--- src/rtl/var_rsqrt_unit.sv ---
// LayerNorm variance, integer standard deviation and reciprocal (2^FRAC_W / std).
// Bit-serial: one sqrt bit per cycle and one quotient bit per cycle.
module var_rsqrt_unit #(
  parameter int EPS    = 1,
  parameter int FRAC_W = 12
) (
  input  logic              i_clk,
  input  logic              i_rstn,
  input  logic              i_Ex_done,
  input  logic [7:0]        i_Ex,
  input  logic              i_Ex2_done,
  input  logic [7:0]        i_Ex2,
  input  logic [1:0]        i_alpha,
  output logic              o_busy,
  output logic              o_done,
  output logic [15:0]       o_var,
  output logic [7:0]        o_std,
  output logic [FRAC_W:0]   o_inv_std
);

  localparam logic [2:0] S_IDLE = 3'd0;
  localparam logic [2:0] S_VAR  = 3'd1;
  localparam logic [2:0] S_SQRT = 3'd2;
  localparam logic [2:0] S_DIV  = 3'd3;
  localparam logic [2:0] S_DONE = 3'd4;

  localparam int CNT_W = $clog2(FRAC_W + 1) + 1;

  logic [2:0]       state;
  logic             flag_ex;
  logic             flag_ex2;
  logic [7:0]       ex_r;
  logic [7:0]       ex2_r;
  logic [1:0]       alpha_r;
  logic [16:0]      op_r;
  logic [7:0]       root_r;
  logic [7:0]       rem_r;
  logic [FRAC_W:0]  dvd_r;
  logic [CNT_W-1:0] cnt;

  logic [7:0]       ex_abs;
  logic [14:0]      sq;
  logic [2:0]       shamt;
  logic [13:0]      ex2_val;
  logic [16:0]      var_diff;
  logic [15:0]      var_clamp;
  logic [7:0]       trial;
  logic [15:0]      trial_sq;
  logic [7:0]       root_next;
  logic [8:0]       rem_sh;
  logic             q_bit;
  logic [7:0]       rem_next;
  logic             ex_hit;
  logic             ex2_hit;

  // Variance path: |Ex|^2 is at most 128^2, so 15 bits are enough.
  assign ex_abs    = ex_r[7] ? (~ex_r + 8'd1) : ex_r;
  assign sq        = {7'b0, ex_abs} * {7'b0, ex_abs};
  assign shamt     = 3'd6 - {alpha_r, 1'b0};
  assign ex2_val   = {ex2_r, 6'b0} >> shamt;
  assign var_diff  = {3'b0, ex2_val} - {2'b0, sq};
  assign var_clamp = var_diff[16] ? 16'd0 : var_diff[15:0];

  // Tentatively set the current root bit; keep it only if trial^2 still fits.
  assign trial     = root_r | (8'd1 << cnt[2:0]);
  assign trial_sq  = {8'b0, trial} * {8'b0, trial};
  assign root_next = ({1'b0, trial_sq} <= op_r) ? trial : root_r;

  // Shift-subtract divider; dvd_r shifts dividend bits out and quotient bits in.
  assign rem_sh    = {rem_r, dvd_r[FRAC_W]};
  assign q_bit     = (rem_sh >= {1'b0, o_std});
  assign rem_next  = q_bit ? 8'(rem_sh - {1'b0, o_std}) : rem_sh[7:0];

  assign ex_hit    = i_Ex_done | flag_ex;
  assign ex2_hit   = i_Ex2_done | flag_ex2;

  assign o_done    = (state == S_DONE);
  assign o_busy    = (state != S_IDLE) | flag_ex | flag_ex2;

  always_ff @(posedge i_clk or negedge i_rstn) begin
    if (!i_rstn) begin
      state     <= S_IDLE;
      flag_ex   <= 1'b0;
      flag_ex2  <= 1'b0;
      ex_r      <= '0;
      ex2_r     <= '0;
      alpha_r   <= '0;
      op_r      <= '0;
      root_r    <= '0;
      rem_r     <= '0;
      dvd_r     <= '0;
      cnt       <= '0;
      o_var     <= '0;
      o_std     <= '0;
      o_inv_std <= '0;
    end else begin
      case (state)
        S_IDLE: begin
          if (i_Ex_done) begin
            ex_r    <= i_Ex;
            flag_ex <= 1'b1;
          end
          if (i_Ex2_done) begin
            ex2_r    <= i_Ex2;
            alpha_r  <= i_alpha;
            flag_ex2 <= 1'b1;
          end
          if (ex_hit && ex2_hit) begin
            flag_ex  <= 1'b0;
            flag_ex2 <= 1'b0;
            state    <= S_VAR;
          end
        end
        S_VAR: begin
          o_var  <= var_clamp;
          op_r   <= {1'b0, var_clamp} + 17'(EPS);
          root_r <= '0;
          cnt    <= CNT_W'(7);
          state  <= S_SQRT;
        end
        S_SQRT: begin
          root_r <= root_next;
          if (cnt == '0) begin
            o_std <= root_next;
            rem_r <= '0;
            dvd_r <= {1'b1, {FRAC_W{1'b0}}};
            cnt   <= CNT_W'(FRAC_W);
            state <= S_DIV;
          end else begin
            cnt <= cnt - 1'b1;
          end
        end
        S_DIV: begin
          rem_r <= rem_next;
          dvd_r <= {dvd_r[FRAC_W-1:0], q_bit};
          if (cnt == '0) begin
            o_inv_std <= {dvd_r[FRAC_W-1:0], q_bit};
            state     <= S_DONE;
          end else begin
            cnt <= cnt - 1'b1;
          end
        end
        S_DONE:  state <= S_IDLE;
        default: state <= S_IDLE;
      endcase
    end
  end

endmodule

--- config.mk ---
export PLATFORM = sky130hd
export DESIGN_NAME = var_rsqrt_unit
export DESIGN_NICKNAME = d
export VERILOG_FILES = /design/src/rtl/var_rsqrt_unit.sv
export SDC_FILE = /design/constraint.sdc
export NUM_CORES = 1
export LEC_CHECK = 0
export CORE_MARGIN = 2
export CORE_UTILIZATION = 60
export CTS_BUF_LIST = sky130_fd_sc_hd__clkbuf_4 sky130_fd_sc_hd__clkbuf_8
export DETAILED_ROUTE_END_ITERATION = 7
export GPL_TIMING_DRIVEN = 0
export PLACE_DENSITY_LB_ADDON = 0.08
export SYNTH_ARGS = -nofsm -noshare
export SYNTH_HDL_FRONTEND = slang
export SYNTH_SLANG_ARGS = --single-unit
--- constraint.sdc ---
create_clock -name i_clk -period 8.75 [get_ports i_clk]
set_input_delay 2.625 -clock i_clk [delete_from_list [all_inputs] [get_ports i_clk]]
set_output_delay 2.625 -clock i_clk [all_outputs]
set_load 0.02 [all_outputs]
# Yosys cells after proc, flatten, opt, wreduce, memory -nomap -nowiden
# Cells that the tools add are included.
# Widths: inputs -> output; s select.
# word_totals
inputBits	22
n_memories	0
ff_bits	111
latch_bits	0
word_cells	78
romBits	0
ramBits	0
out_inout_bits	39
# classes
n_mux	20
magnitude_cmp	2
n_mul	2
shifts	2
n_reduce_logical	18
n_bitwise	6
add_sub_neg	6
div_mod_pow	0
n_eq_ne	8
# ops
operator	n
$mux 8	4
$pmux 8 s2	2
$pmux 13 s2	1
$add 16x1->17 const B	1
$le 16x17->1	1
$mul 8x8->16	1
$mux 16	1
$reduce_and 2->1	8
$sub 14x15->16	1
$mul 8x8->15	1
$pmux 5 s3	1
$shr 14x3->14	1
$mux 13	1
$pmux 3 s4	1
$mux 5	2
$ge 9x8->1	1
$mux 3	3
$add 8x1->8 const B	1
$ne 2x2->1 const B	4
$not 8->8	1
$or 8x8->8	1
$reduce_bool 2->1	4
$shl 1x3->8 const A	1
$sub 8x8->8	1
12 further kinds	20

# Depth between registers and ports, before layout
# depth
word_depth	7
ltp_mapped	35
mapped_depth_nobuf	34

# Worst setup path before layout
# Ideal clock, no wire load.
# synth_path
path_kind	flip-flop to flip-flop
from	register ex_r[2]
to	register op_r[12]
required_time_ps	8625
path_stages_with_launch	31
synth_period_minus_slack_ps	7217
n_path_buf	1
slack_ps	1533
arrival_time_ps	7092
setup_time_ps	125
path_cell_list	dfrtp_1 > or3_1 > o31ai_1 > xor2_1 > inv_1 > nand2_1 > inv_1 > fa_1 > fa_1 > inv_1 > fa_1 > fa_1 > inv_1 > ha_1 > o21a_1 > o21ai_0 > nor2_1 > nor2_1 > xnor2_1 > ha_1 > a21o_1 > or4_1 > o221a_2 > o22ai_4 > buf_6 > nor2_1 > ha_1 > nand2_1 > nor3_1 > nand3_2 > mux2_4
# synth_via
elab_chain_cells	7
# synth_rtl
item	line_no	rtl
start, declared	32	logic [7:0] ex_r;
start signal, assigned	100	ex_r <= i_Ex;
$not 8->8	57	assign ex_abs = ex_r[7] ? (~ex_r + 8'd1) : ex_r;
$add 8x1->8	57	
$mux 8 (*)	57	
$mul 8x8->15 (*)	58	assign sq = {7'b0, ex_abs} * {7'b0, ex_abs};
$sub 14x15->16 (*)	61	assign var_diff = {3'b0, ex2_val} - {2'b0, sq};
$mux 16 (*)	62	assign var_clamp = var_diff[16] ? 16'd0 : var_diff[15:0];
via var_clamp[0]	46	logic [15:0] var_clamp;
$add 16x1->17 (*)	116	op_r <= {1'b0, var_clamp} + 17'(EPS);
end signal, assigned	116	
end, declared	35	logic [16:0] op_r;
# Mark *: on every way through the listed nets, which the timed path passes. The rest lies on a longest branch.
# A chain may end at the register's enable or synchronous reset.

# Final worst setup path
# layout_path
from	register ex_r[0]
to	register op_r[12]
# Same word-level chain as after synthesis.

==> impl_metrics.ini <==
[run_status]
status = finished, final reports clean

[floorplan]
die_w_um = 131
start_util = 0.610
rows = 46
die-area_um2 = 17100
num_io_pins = 61
core-area_um2 = 15800
dieHeight_um = 131

[sta]
totalNegativeSetupSlack_ps = 0
slew_headroom = 0.262
hold_viol = 0
skew_ps = 20.9
worstMarginPinSlew_ps = 1110
rsz0062_at_grt = no
period_minus_slack_ps = 8150
finalCritPeriodShare = 0.931
fmax_ghz = 0.123
setup_violations = 0
slew_violations = 0

[critical_path]
r2r_cells = 29
cp_max_fo = 10
critPathRequiredTime_ps = 9020
worstSetupPathType = reg -> reg
r2r_start = ex_r[0]
endpoint_kind = flip-flop
crit_slowest_cell = mux2i_1
cp-start-kind = flip-flop
max_stage_delay_ps = 650
critPathArrivalTime_ps = 8420
r2r_slack_ps = 600
r2r_end = op_r[12]

[route]
wirelength_um = 20100
vias = 7431
drt_pass1_iterations = 5
routedWlPerCell_um = 14.9
ant_nets = 0
viasPerCell = 5.49
drc = 0
drt_iter0_drc = 395

[place]
place_hpwl_um = 16300
io_buffers = 59
gp_congestion = 0.831

[synthesis]
synth.largest_area_cell = dfrtp_1
ys_async_sr_fraction = 1.00
syn_inst = 1055
netlist.area_leader.share = 0.283
ys.flop_type = dfrtp_1
synth.avg_cell_area_um2 = 9.12
synth-edff-count = 0
ys_types = 77
netlist_area_um2 = 9630
yosysSeqAreaShare = 0.283
synth.area.top_cells = dfrtp_1, ha_1, fa_1
ys_seq_elements = 109
synth_warnings = 0

[min_path]
hold_path_class = reg -> reg
hold_path_depth = 2
min_to = op_r[7]
min_from = op_r[7]

[clock_network]
cts_max_level = 3
cts_buffers = 9
cts-root-buf = clkbuf_8
clk_path_buf_depth = 2
clk_latency_ps = 390
clk_pin_slew_worst_paths_ps = 110
clock_sink_count = 109
cts_tree = yes
post_cts_buffers = 0

[global_route]
grt_max_degree = 56
antenna_found_initial = 0
grt_overflow_total = 0
grt_pass1_wl_um = 34900
track_usage = 0.256
grt_pass1_vias = 7329

[layout]
area_growth_pct = 11.5
nNetsFinal = 1306
layout-drive-gt1-share = 0.0792
n_antenna_cell = 0

[job]
cap_violations = 0
-- what timing repair did --
item | CTS | global route
endpoints found under the hold margin | 0 | 0
hold buffers | 0 | 0
endpoints found under the setup margin | 0 | 1
resized for setup | 0 | 1
-- metal layers --
| layer | global-route usage | part of all wire | up-vias |
|---|---|---|---|
| met2 | 0.435 | 0.50 | 114 |
| met3 | 0.0289 | 0.023 | 28 |
| met4 | 0.0782 | 0.026 | 0 |
| met5 | 0 | 0 | - |
| met1 | 0.348 | 0.45 | 3558 |
| li1 | - | - | 3731 |
-- worst max path at each step --
stage                 start        to  slack (ps)  cells after the start
global route        ex_r[0]  op_r[10]           7                     33
finish              ex_r[0]  op_r[12]         600                     29
CTS                 ex_r[2]  op_r[12]         590                     31
global placement    ex_r[2]  op_r[12]         740                     31
detailed placement  ex_r[0]  op_r[12]         680                     31
floorplan           ex_r[2]  op_r[12]        1530                     30
-- state kept, by name (all words and copies together) (netlist names) --
register,cells
o_inv_std,13
root_r,8
flag_ex2,1
state,3
alpha_r,2
dvd_r,13
ex_r,8
cnt,5
o_var,15
o_std,8
rem_r,8
flag_ex,1
op_r,16
ex2_r,8
-- cell usage after synthesis, types with 17 or more instances --
cell	number
xnor2_1	35
xor2_1	25
nand2_1	88
nor3_1	25
nand2b_1	17
a21oi_1	38
nor2_1	90
mux2_2	31
inv_1	128
o21ai_0	38
nand3_1	30
ha_1	102
dfrtp_1	109
clkbuf_1	27
fa_1	50
-- worst max-delay path: cells and delay by family, from the launching register on --
family / cells / cell delay [ps]
adder cells (fa/ha/maj): 8 / 3460
AO/OA/AOI/OAI: 7 / 1330
AND/OR/NAND/NOR: 7 / 1170
multiplexers: 2 / 960
buffers and inverters: 4 / 530
flip-flops: 1 / 470
XOR/XNOR: 1 / 110
-- final cells by class --
| type | count | area [um^2] |
|---|---|---|
| multi-input cells | 788 | 6290 |
| fillers | 1355 | 5040 |
| flip-flops and latches | 109 | 2730 |
| repair buffers | 60 | 616 |
| inverters | 130 | 488 |
| well taps | 216 | 270 |
| plain buffers | 34 | 151 |
| clock buffers | 10 | 138 |
| clock inverters | 6 | 53.8 |
-- cell usage in the layout (no fill, tap or decap), types with 6 or more instances in the layout --
cell type / netlist / layout
inv_1: 128 / 128
dfrtp_1: 109 / 109
ha_1: 102 / 102
nor2_1: 90 / 90
nand2_1: 88 / 88
clkdlybuf4s50_1: 0 / 58
fa_1: 50 / 50
a21oi_1: 38 / 38
o21ai_0: 38 / 38
xnor2_1: 35 / 35
mux2_2: 31 / 31
nand3_1: 30 / 30
clkbuf_1: 27 / 27
nor3_1: 25 / 25
xor2_1: 25 / 24
nand2b_1: 17 / 17
a21o_1: 16 / 16
o21ai_1: 15 / 15
nor2b_1: 14 / 14
or2_2: 13 / 13
o31ai_1: 12 / 12
mux2i_1: 12 / 12
a22o_1: 10 / 10
clkbuf_8: 0 / 10
or3_1: 9 / 9
o21a_1: 8 / 8
conb_1: 2 / 8
or4_1: 7 / 7
and3_1: 7 / 7
a211oi_1: 6 / 6
o22ai_1: 6 / 6
-- logic make-up after synthesis --
family / Yosys count / synth area share
other cells: 2 / 0.000780
simple gates: 332 / 0.173
buf+inv: 164 / 0.0664
mux: 44 / 0.0503
flops: 109 / 0.283
fa+ha+maj: 152 / 0.237
compound gates: 191 / 0.134
xor+xnor: 61 / 0.0563
-- stage by stage --
stage	util	instances	cell area [um^2]	worst slack [ps]	hold slack (ps)
after detailed placement	0.668	1337	10500	677	473
after floorplan	-	1061	9650	1530	449
after global placement	0.666	1336	10500	738	467
final	0.681	1353	10700	600	490
after CTS	0.680	1353	10700	593	495
after global routing	0.681	1353	10700	6.53	528
Power is not shown: default switching activity piles up to over one toggle a cycle in this logic, so the estimate is an artifact.
